`src/rtl/microwave_pkg.sv`:
```
// Shared types, glyph constants and BCD time helpers for the microwave controller.
package microwave_pkg;

  typedef enum logic [1:0] {
    IDLE  = 2'd0,
    COOK  = 2'd1,
    PAUSE = 2'd2
  } state_t;

  typedef struct packed {
    logic [3:0] min;
    logic [3:0] tens;
    logic [3:0] ones;
  } cook_time_t;

  // Active-high segments, bit0 = a ... bit6 = g.
  localparam logic [6:0] SEG_0     = 7'h3F;
  localparam logic [6:0] SEG_1     = 7'h06;
  localparam logic [6:0] SEG_2     = 7'h5B;
  localparam logic [6:0] SEG_3     = 7'h4F;
  localparam logic [6:0] SEG_4     = 7'h66;
  localparam logic [6:0] SEG_5     = 7'h6D;
  localparam logic [6:0] SEG_6     = 7'h7D;
  localparam logic [6:0] SEG_7     = 7'h07;
  localparam logic [6:0] SEG_8     = 7'h7F;
  localparam logic [6:0] SEG_9     = 7'h6F;
  localparam logic [6:0] SEG_BLANK = 7'h00;

  // Lowest set key wins when several keys are down together.
  function automatic logic [3:0] key_digit(logic [9:0] keys);
    logic [3:0] d;
    d = '0;
    for (int i = 9; i >= 0; i--) begin
      if (keys[i]) d = 4'(i);
    end
    return d;
  endfunction

  // Entered seconds above 59 roll into the minutes digit, saturating at 9:59.
  function automatic cook_time_t normalize(cook_time_t t);
    cook_time_t r;
    r = t;
    if (t.tens > 4'd5) begin
      if (t.min == 4'd9) begin
        r = '{min: 4'd9, tens: 4'd5, ones: 4'd9};
      end else begin
        r.min  = t.min + 4'd1;
        r.tens = t.tens - 4'd6;
      end
    end
    return r;
  endfunction

  function automatic cook_time_t bcd_dec(cook_time_t t);
    cook_time_t r;
    r = t;
    if (t.ones != 4'd0) begin
      r.ones = t.ones - 4'd1;
    end else begin
      r.ones = 4'd9;
      if (t.tens != 4'd0) begin
        r.tens = t.tens - 4'd1;
      end else begin
        r.tens = 4'd5;
        r.min  = t.min - 4'd1;
      end
    end
    return r;
  endfunction

endpackage

```
`src/rtl/bcd_to_7seg.sv`:
```
// One BCD digit to an active-high 7-segment glyph; codes 10-15 are blanked.
module bcd_to_7seg
  import microwave_pkg::*;
(
  input  logic [3:0] bcd,
  output logic [6:0] segs
);

  always_comb begin
    case (bcd)
      4'd0:    segs = SEG_0;
      4'd1:    segs = SEG_1;
      4'd2:    segs = SEG_2;
      4'd3:    segs = SEG_3;
      4'd4:    segs = SEG_4;
      4'd5:    segs = SEG_5;
      4'd6:    segs = SEG_6;
      4'd7:    segs = SEG_7;
      4'd8:    segs = SEG_8;
      4'd9:    segs = SEG_9;
      default: segs = SEG_BLANK;
    endcase
  end

endmodule

```
`src/rtl/microwave.sv`:
```
// Microwave-oven controller: keypad entry, M:SS countdown, magnetron enable.
// Build option: define MICROWAVE_DEBOUNCE_EN to filter keypad bounces.
module microwave
  import microwave_pkg::*;
#(
  parameter int CLK_HZ = 100
`ifdef MICROWAVE_DEBOUNCE_EN
  , parameter int DEB_CYCLES = 4
`endif
) (
  input  logic       clock,
  input  logic       clearn,
  input  logic       startn,
  input  logic       stopn,
  input  logic       door_closed,
  input  logic [9:0] keypad,
  output logic [6:0] sec_ones_segs,
  output logic [6:0] sec_tens_segs,
  output logic [6:0] min_segs,
  output logic       mag_on
);

  localparam int PW = (CLK_HZ > 1) ? $clog2(CLK_HZ) : 1;
  // Idle levels: no keys, start/stop released, door treated as open.
  localparam logic [12:0] SYNC_RST = {10'b0, 1'b1, 1'b1, 1'b0};

  logic [12:0] sync_1;
  logic [12:0] sync_2;
  logic [9:0]  key_s;
  logic        start_s;
  logic        stop_s;
  logic        door_s;

  always_ff @(posedge clock or negedge clearn) begin
    if (!clearn) begin
      sync_1 <= SYNC_RST;
      sync_2 <= SYNC_RST;
    end else begin
      // NOTE: non-blocking so each flop of the chain samples the pre-edge value.
      sync_1 <= {keypad, startn, stopn, door_closed};
      sync_2 <= sync_1;
    end
  end

  assign key_s   = sync_2[12:3];
  assign start_s = sync_2[2];
  assign stop_s  = sync_2[1];
  assign door_s  = sync_2[0];

  logic       key_accept;
  logic [9:0] key_value;

`ifdef MICROWAVE_DEBOUNCE_EN
  localparam int CW = $clog2(DEB_CYCLES + 1);

  logic [9:0]    key_last;
  logic [CW-1:0] stable_cnt;
  logic          armed;

  // stable_cnt = cycles key_last has held; a held press fires once, then re-arms on a stable release.
  always_ff @(posedge clock or negedge clearn) begin
    if (!clearn) begin
      key_last   <= '0;
      stable_cnt <= '0;
      armed      <= 1'b1;
    end else begin
      key_last <= key_s;
      if (key_s != key_last) begin
        stable_cnt <= CW'(1);
      end else if (stable_cnt != CW'(DEB_CYCLES)) begin
        stable_cnt <= stable_cnt + 1'b1;
      end
      if (stable_cnt == CW'(DEB_CYCLES)) begin
        armed <= (key_last == '0);
      end
    end
  end

  assign key_accept = armed && (key_last != '0) && (stable_cnt == CW'(DEB_CYCLES));
  assign key_value  = key_last;
`else
  logic [9:0] key_prev;

  always_ff @(posedge clock or negedge clearn) begin
    if (!clearn) key_prev <= '0;
    else         key_prev <= key_s;
  end

  assign key_accept = (key_s != '0) && (key_prev == '0);
  assign key_value  = key_s;
`endif

  state_t        state, state_n;
  cook_time_t    cook_time, time_n;
  logic [PW-1:0] presc, presc_n;
  logic          start_ok;
  logic          stop_req;

  assign start_ok = !start_s && door_s && (cook_time != '0);
  assign stop_req = !stop_s || !door_s;

  always_comb begin
    // NOTE: defaults first so every path assigns every signal and no latch is inferred.
    state_n = state;
    time_n  = cook_time;
    presc_n = presc;
    case (state)
      IDLE: begin
        if (start_ok) begin
          time_n  = normalize(cook_time);
          presc_n = '0;
          state_n = COOK;
        end else if (key_accept) begin
          time_n = '{min: cook_time.tens, tens: cook_time.ones, ones: key_digit(key_value)};
        end
      end
      COOK: begin
        if (stop_req) begin
          state_n = PAUSE;
        end else if (presc == PW'(CLK_HZ - 1)) begin
          presc_n = '0;
          time_n  = bcd_dec(cook_time);
          if (time_n == '0) state_n = IDLE;
        end else begin
          presc_n = presc + 1'b1;
        end
      end
      PAUSE: begin
        if (start_ok && !stop_req) state_n = COOK;
      end
      default: state_n = IDLE;
    endcase
  end

  always_ff @(posedge clock or negedge clearn) begin
    if (!clearn) begin
      state     <= IDLE;
      cook_time <= '0;
      presc     <= '0;
      mag_on    <= 1'b0;
    end else begin
      state     <= state_n;
      cook_time <= time_n;
      presc     <= presc_n;
      mag_on    <= (state_n == COOK);
    end
  end

  bcd_to_7seg u_ones (.bcd(cook_time.ones), .segs(sec_ones_segs));
  bcd_to_7seg u_tens (.bcd(cook_time.tens), .segs(sec_tens_segs));
  bcd_to_7seg u_min  (.bcd(cook_time.min),  .segs(min_segs));

endmodule

```
`config.mk`:
```
export PLATFORM = sky130hd
export DESIGN_NAME = microwave
export DESIGN_NICKNAME = d
export VERILOG_FILES = /design/src/rtl/microwave_pkg.sv /design/src/rtl/bcd_to_7seg.sv /design/src/rtl/microwave.sv
export SDC_FILE = /design/constraint.sdc
export NUM_CORES = 1
export LEC_CHECK = 0
export ABC_AREA = 0
export CORE_MARGIN = 10
export CORE_UTILIZATION = 55
export DETAILED_ROUTE_END_ITERATION = 8
export GPL_ROUTABILITY_DRIVEN = 0
export GPL_TIMING_DRIVEN = 0
export PLACE_DENSITY = 0.84
export REMOVE_ABC_BUFFERS = 1
export SETUP_SLACK_MARGIN = 0.2
export SLEW_MARGIN = 10
export SYNTH_ARGS = -nofsm -noshare
export SYNTH_HDL_FRONTEND = slang
export SYNTH_SLANG_ARGS = --single-unit
export TNS_END_PERCENT = 5
```
`constraint.sdc`:
```
create_clock -name clock -period 5.95 [get_ports clock]
set_input_delay 1.4875 -clock clock [delete_from_list [all_inputs] [get_ports clock]]
set_output_delay 1.4875 -clock clock [all_outputs]
set_load 0.01 [all_outputs]
```
Word-level counts from Yosys, hierarchy flattened. Memories as Yosys holds them, arrays and structs flattened. Cells that the tools add are included.

Add/subtract/negate cells: 6. $mul: 0. Divide/modulo/power cells: 0. Order comparisons: 1. Equality and inequality tests: 11. Shifts and indexed selects: 0. Mux-type cells: 38. Bitwise gates (word level): 0. Reduce and logical (&&, ||, !) cells: 20.

Operator list (count): $mux 4 (17); $mux 12 (5); $mux 8 (5); $pmux 12 s2 (1); $mux 7 (3); $pmux 7 s2 (1); $logic_not 12->1 (1); $reduce_bool 12->1 (1); $sub 4x1->4 const B (3); $logic_not 10->1 (1); $mux 2 (5); $reduce_bool 10->1 (1); $ne 3x3->1 const B (3); $reduce_bool 4->1 (2); $add 7x1->7 const B (1); $eq 7x7->1 const B (1); $ne 2x2->1 const B (3); $pmux 2 s3 (1); $reduce_and 6->1 (1); $reduce_and 5->1 (1); $add 4x1->4 const B (1); $eq 2x1->1 const B (2); $eq 4x4->1 const B (1); $gt 4x3->1 const B (1); other kinds (8) (14).

Register bits after elaboration: 58. Bits in latches: 0. Memory bits (writable): 0. Bits in read-only memories: 336. Input port bits: 15. Output and inout port bits: 22. Logic and storage cells: 88. Memories: 3.

Memories: (name not given) (depth 16, width 7, read ports 1, clocked after memory_dff 0, write ports 0, line bcd_to_7seg.sv:10) `case (bcd)`; (name not given) (depth 16, width 7, read ports 1, clocked after memory_dff 0, write ports 0, line bcd_to_7seg.sv:10); (name not given) (depth 16, width 7, read ports 1, clocked after memory_dff 0, write ports 0, line bcd_to_7seg.sv:10).

Longest topological paths before layout. Gate-level depths: netlist (run 1).

Depth after elaboration: 13. Depth in mapped cells: 9. Mapped depth without buffers: 8.

Modules after synthesis. Synthesis (run 1) repeated with hierarchy kept, for this count alone.

Cells, all modules: 356. Area, all modules: 3434.5 um2.

Modules (own cells, without submodules): microwave (times used 1, cells an instance 272, area each 2776.4 um2, sequential area each 1456.4 um2); bcd_to_7seg at u_ones ... (times used 2, cells an instance 28, area each 219.0 um2, sequential area each 0.0 um2); bcd_to_7seg at u_min (times used 1, cells an instance 28, area each 220.2 um2, sequential area each 0.0 um2).

Least setup slack after synthesis (run 1). No wires, ideal clock.

Path kind: reg-to-output. Start point: register cook_time[5] (netlist name). End point: output port sec_tens_segs[4]. Data arrival time: 1.453 ns. Setup slack: 3.009 ns. Cell stages (with the launch flop): 5. Cell sequence: dfrtp_1 > inv_1 > ha_1 > or3b_2 > nand2_1.

Cells in the longest elaborated chain, start to end: 1.

Ends and longest elaborated chain: start: declaration (line microwave.sv:94) `cook_time_t cook_time, time_n;`; start signal: assignment (line microwave.sv:143) `cook_time <= time_n;`; $mem_v2 16x7; end: declaration (line microwave.sv:18) `output logic [6:0] sec_tens_segs,`.

Every way passes these cells.

Worst setup path in the final report (run 1). Ends and elaborated chain as after synthesis.

==> flow_summary.ini, run 1 <==
[placement]
placed_cells = 425
dpl_cell_area_um2 = 3580
io_buffers = 36
detailedPlace.worstSlack_ps = 2310
place_hpwl_um = 4960

[final_layout]
fillers = 417
fin_area_um2 = 3810
instances_no_fill = 441
syn2layout_area_growth_pct = 20.0
drive_gt1_frac = 0.106
num-nets-final = 404
num_antenna_cells = 0

[power_and_ir_drop]
seqPwrFrac = 0.297
p_int_w = 0.00121
switchingPower_w = 0.000785
p_total_w = 0.00199
p_leak_nw = 1.64
p_per_area_nw_per_um2 = 523
switching_share = 0.394
ir_worst_vdd_v = 0.000283
p_comb_frac = 0.500
p_clk_frac = 0.203

[timing]
slew_headroom = 0.455
setup_violations = 0
drv_slew = 0
fin_ws_ps = 1960
tns_ps = 0
fmax_mhz = 250
min_period_over_period = 0.671
rsz0062_at_grt = no
final-hold-violation-count = 0
finalCriticalPeriod_ps = 3990
finClkSkew_ps = 5.38
tightest_slew_ps = 815

[logic_synthesis]
synthCells = 329
yosys.area.top_type = dfrtp_1
synth_flop_cell = dfrtp_1
ys_top_cells_by_area = dfrtp_1 (43%), ha_1 (9.9%), o21ai_0 (5.7%)
avgSynthCellArea_um2 = 9.64
ys_seq_elements = 58
ys_seq_area_frac = 0.459
yosysWarnings = 0
synth_commonest_cells = dfrtp_1 (54), o21ai_0 (36), nand2_1 (34), nor2_1 (26), ha_1 (25)
async_reset_ff_frac = 1.00
post-synth-top-count-cell = dfrtp_1
synth_edf_count = 0
synth_cell_types = 55
synthesis.area_um2 = 3170
netlist.area_leader.share = 0.426

[clock_tree]
postCtsSetupRepairBufs = 0
numCtsBuffers = 9
path_clk_slew_ps = 60
cts_htree_levels = 3
cts_resized = 0
cts_tree = done
clock_path_buffers = 2
root_buffer = clkbuf_8
clock_latency_ps = 330
hold_buffers = 0
clock_sinks = 58

[global_routing]
antenna_found_initial = 0
overflow = 0
grt_pass1_wl_um = 11300
grt_usage = 0.154
first_global_vias = 2512
grt_max_degree = 31

[worst_setup_path]
crit_type = flip-flop to output pin
arrival_ps = 2500
rrSetupSlack_ps = 2780
path_max_fanout = 8
r2r-start = cook_time[5]
end_kind = output pin
r2r-end = cook_time[1]
cp.required_ps = 4460
reg2regPathDepth = 8
start_kind = flip-flop

[detailed_routing]
viasPerCell = 5.87
postRouteAntennaNets = 0
dr.pass1.iters = 5
finalWirelength_um = 6730
drt_iter0_markers = 189
drc = 0
detail_route.wl_per_cell_um = 15.3
num_vias = 2588

[die]
rows = 27
die_area_um2 = 9200
start_util = 0.572
core_um2 = 5540
die_h_um = 95.9
die_x_um = 95.9
io_pins = 37

[status]
status = finished clean

[hold_path]
worstHoldPathType = flip-flop to flip-flop
hp-start = sync_1[12]
worst_hold_path.endpoint = sync_2[12]
min_delay_path_depth = 0

[job]
cap_violations = 0
registers in the layout, indices dropped and copies added, names as in the netlist:
name / flops
sync_1: 13
sync_2: 13
cook_time: 12
key_prev: 10
presc: 7
state: 2
mag_on: 1
cell usage in the layout, fill, tap and decap left out, types with 3 or more instances in the layout:
cell and n:
nand2_1 34, nor4_1 6, ha_1 25, a31oi_1 7, nor2_1 26, inv_1 18
nor3_1 6, nand2b_1 9, a21o_1 4, clkdlybuf4s50_1 35, o21ai_0 36, o22ai_1 6
a21oi_1 19, dfrtp_1 54, mux2i_1 3, clkbuf_8 11, dfstp_2 4, nand3_1 9
xnor2_1 3
kinds of logic after synthesis:
logic type | count (synthesis) | share of synthesized area
AO/OA/AOI/OAI | 99 | 0.202
XOR/XNOR | 4 | 0.0110
AND/OR/NAND/NOR | 106 | 0.167
adder cells (fa/ha/maj) | 25 | 0.0986
flip-flops | 58 | 0.459
multiplexers | 6 | 0.0225
buffers and inverters | 31 | 0.0402
stage by stage:
step	utilization	hold WS, ps
floorplan	-	331
global placement	0.643	333
detailed placement	0.646	337
CTS	0.687	352
global route	0.687	355
finish	0.687	348
per-layer routing:
layer / track usage / routed length (um) / vias up
met5: 0 / 0 / -
met4: 0.0700 / 118 / 0
met3: 0.0374 / 487 / 14
met2: 0.258 / 3280 / 111
met1: 0.184 / 2850 / 1217
li1: - / - / 1246
worst max-delay path: stages (launching register included):
cell	delay, ps
dfrtp_1	480
inv_1	240
ha_1	320
or3b_2	520
nand2_1	80
clkdlybuf4s50_1	530
final cells by class:
type,count,area (um^2),area share
Sequential cell,58,1460,0.383
Inverter,18,67.6,0.0178
Timing Repair Buffer,37,375,0.0986
Multi-Input combinational cell,240,1590,0.417
Tap cell,72,90.1,0.0237
Clock buffer,12,155,0.0408
Clock inverter,4,73.8,0.0194
worst max path at each step:
| stage | start | cells after the start | slack, ps | endpoint |
|---|---|---|---|---|
| after floorplan | cook_time[5] | 4 | 3010 | sec_tens_segs[4] |
| after global placement | clearn | 1 | 1780 | cook_time[11] |
| after detailed placement | cook_time[5] | 5 | 2310 | sec_tens_segs[4] |
| after CTS | cook_time[5] | 5 | 1940 | sec_tens_segs[4] |
| after global routing | cook_time[5] | 5 | 1820 | sec_tens_segs[4] |
| final | cook_time[5] | 5 | 1960 | sec_tens_segs[4] |
power by group through the flow:
stage | registers (W) | logic (W) | clock network (W)
4_1_cts | 0.000587 | 0.000998 | 0.000414
2_1_floorplan | 0.000558 | 0.000603 | 0
3_3_place_gp | 0.000588 | 0.000973 | 0
3_5_place_dp | 0.000595 | 0.000993 | 0
6_report | 0.000591 | 0.000994 | 0.000405
5_1_grt | 0.000606 | 0.00109 | 0.000431
No activity file was read; power rests on OpenSTA's default activity.
==> run 2: changes to the inputs <==
==> constraint.sdc (replaced) <==
create_clock -name clock -period 3.7 [get_ports clock]
set_input_delay 0.925 -clock clock [delete_from_list [all_inputs] [get_ports clock]]
set_output_delay 0.925 -clock clock [all_outputs]
set_load 0.01 [all_outputs]
==> run 2 against run 1 <==
Compared with the run above: largest cell class unchanged; sequential share of layout area about the same; via count about the same; flip-flop and latch count unchanged; critical endpoint unchanged; hold slack about the same; sequential power up 61%; non-clock buffer count unchanged; core utilization about the same; setup slack worse by 1600 ps; die area unchanged; largest power group unchanged; global-route usage unchanged; clock-buffer cell count unchanged.
==> flow_summary.ini, run 2 (synthesized netlist as in run 1, its figures left out) <==
[detailed_routing]
drc = 0
route.met3.wl_um = 466
highest_layer = met4
dr.pass1.iters = 5
postRouteAntennaNets = 0
finalWirelength_um = 6760
wl_met1_um = 2850
viasPerCell = 5.86
num_vias = 2586
drt_iter0_markers = 191
detail_route.wl_per_cell_um = 15.3
wl_met2_um = 3330

[final_layout]
fillers = 416
reg_top3 = sync_1 (13), sync_2 (13), cook_time (12)
num_antenna_cells = 0
final_cell_mix = dfrtp_1 (54), o21ai_0 (36), clkdlybuf4s50_1 (35)
fin_area_um2 = 3810
syn2layout_area_growth_pct = 20.1
num-nets-final = 404
drive_gt1_frac = 0.111
postLayoutCoreUtil = 0.687
instances_no_fill = 441
final_common_cell = dfrtp_1

[placement]
dpl_cell_area_um2 = 3580
placed_cells = 425
place_hpwl_um = 4960
io_buffers = 36

[global_routing]
overflow = 0
grt_usage = 0.154
antenna_found_initial = 0
first_global_vias = 2512
grt_max_degree = 31
grt_pass1_wl_um = 11300

[timing]
min_period_over_period = 0.904
fmax_mhz = 299
setup_violations = 0
whs_ps = 348
finClkSkew_ps = 5.15
tightest_slew_ps = 792
tns_ps = 0
rsz0062_at_grt = no
slew_headroom = 0.471
drv_slew = 0
final-hold-violation-count = 0
finalCriticalPeriod_ps = 3350

[clock_tree]
clock_sinks = 58
path_clk_slew_ps = 60
root_buffer = clkbuf_8
cts_tree = done
hold_buffers = 0
clock_latency_ps = 330
clock_path_buffers = 2
cts_htree_levels = 3
numCtsBuffers = 9

[die]
io_pins = 37
die_h_um = 95.9
core_um2 = 5540
rows = 27
die_area_um2 = 9200
start_util = 0.572
die_x_um = 95.9

[worst_setup_path]
cp_top_family = buffers and inverters
path_buf_inv = 2
arrival_ps = 2420
end_kind = output pin
slowest_stage = clkdlybuf4s50_1
start_kind = flip-flop
crit_type = flip-flop to output pin
path_max_fanout = 7
cpPeakStageDelay_ps = 530
crit_chain = inv_1 -> ha_2 -> or3b_2 -> nand2_1 -> clkdlybuf4s50_1
cp.required_ps = 2770

[status]
status = finished clean

[power_and_ir_drop]
p_per_area_nw_per_um2 = 842
p_leak_nw = 1.63
ir_worst_vdd_v = 0.000454

[hold_path]
worstHoldPathType = flip-flop to flip-flop

[job]
cap_violations = 0
==> run 2: layout make-up <==
type	instances	area, um^2	area share
tap	72	90.1	0.0237
timing repair buffer	37	375	0.0986
multi-input combinational	240	1590	0.418
clock inverter	4	73.8	0.0194
inverter	18	67.6	0.0177
sequential	58	1460	0.382
clock buffer	12	155	0.0407
==> run 2: path summary, 6_finish.rpt <==
path / depth (start not counted) / to / start / slack, ps
setup / recovery: 5 / sec_tens_segs[4] / cook_time[4] / 350
hold / removal: 0 / sync_2[12] / sync_1[12] / 350
setup reg to reg: 8 / cook_time[1] / cook_time[1] / 560
hold reg to reg: 0 / sync_2[12] / sync_1[12] / 350
max in group asynchronous: 2 / cook_time[10] / clearn / 2520
min in group asynchronous: 1 / sync_1[8] / clearn / 610
==> run 2: per-layer routing <==
metal,global-route usage,up-vias
met5,0,-
met4,0.0700,0
met3,0.0374,12
met2,0.258,113
met1,0.184,1213
li1,-,1248
==> run 2: worst register-to-register path, stage by stage, from the launching register on <==
cell and delay (ps):
dfrtp_1 470, inv_1 200, ha_1 300, nor3b_4 400, a41oi_2 430, a221oi_2 390, o21ai_2 240, nor2_4 280
mux2_4 320
==> run 2: power breakdown <==
part	switching (W)	internal, W
Combinational	0.000810	0.000795
Sequential	0.000221	0.000732
Clock	0.000235	0.000416
Total	0.00127	0.00194
==> run 2: through the flow <==
step / worst slack [ps] / power [W]
after floorplan: 1030 / 0.00187
after global placement: 94.1 / 0.00251
after detailed placement: 584 / 0.00255
after CTS: 252 / 0.00321
after global routing: 229 / 0.00343
final: 354 / 0.00321
==> run 2: repair_timing <==
action | in CTS | in global routing
resized for setup | 0 | 2
endpoints found under the setup margin | 0 | 1
buffers inserted | 0 | 0
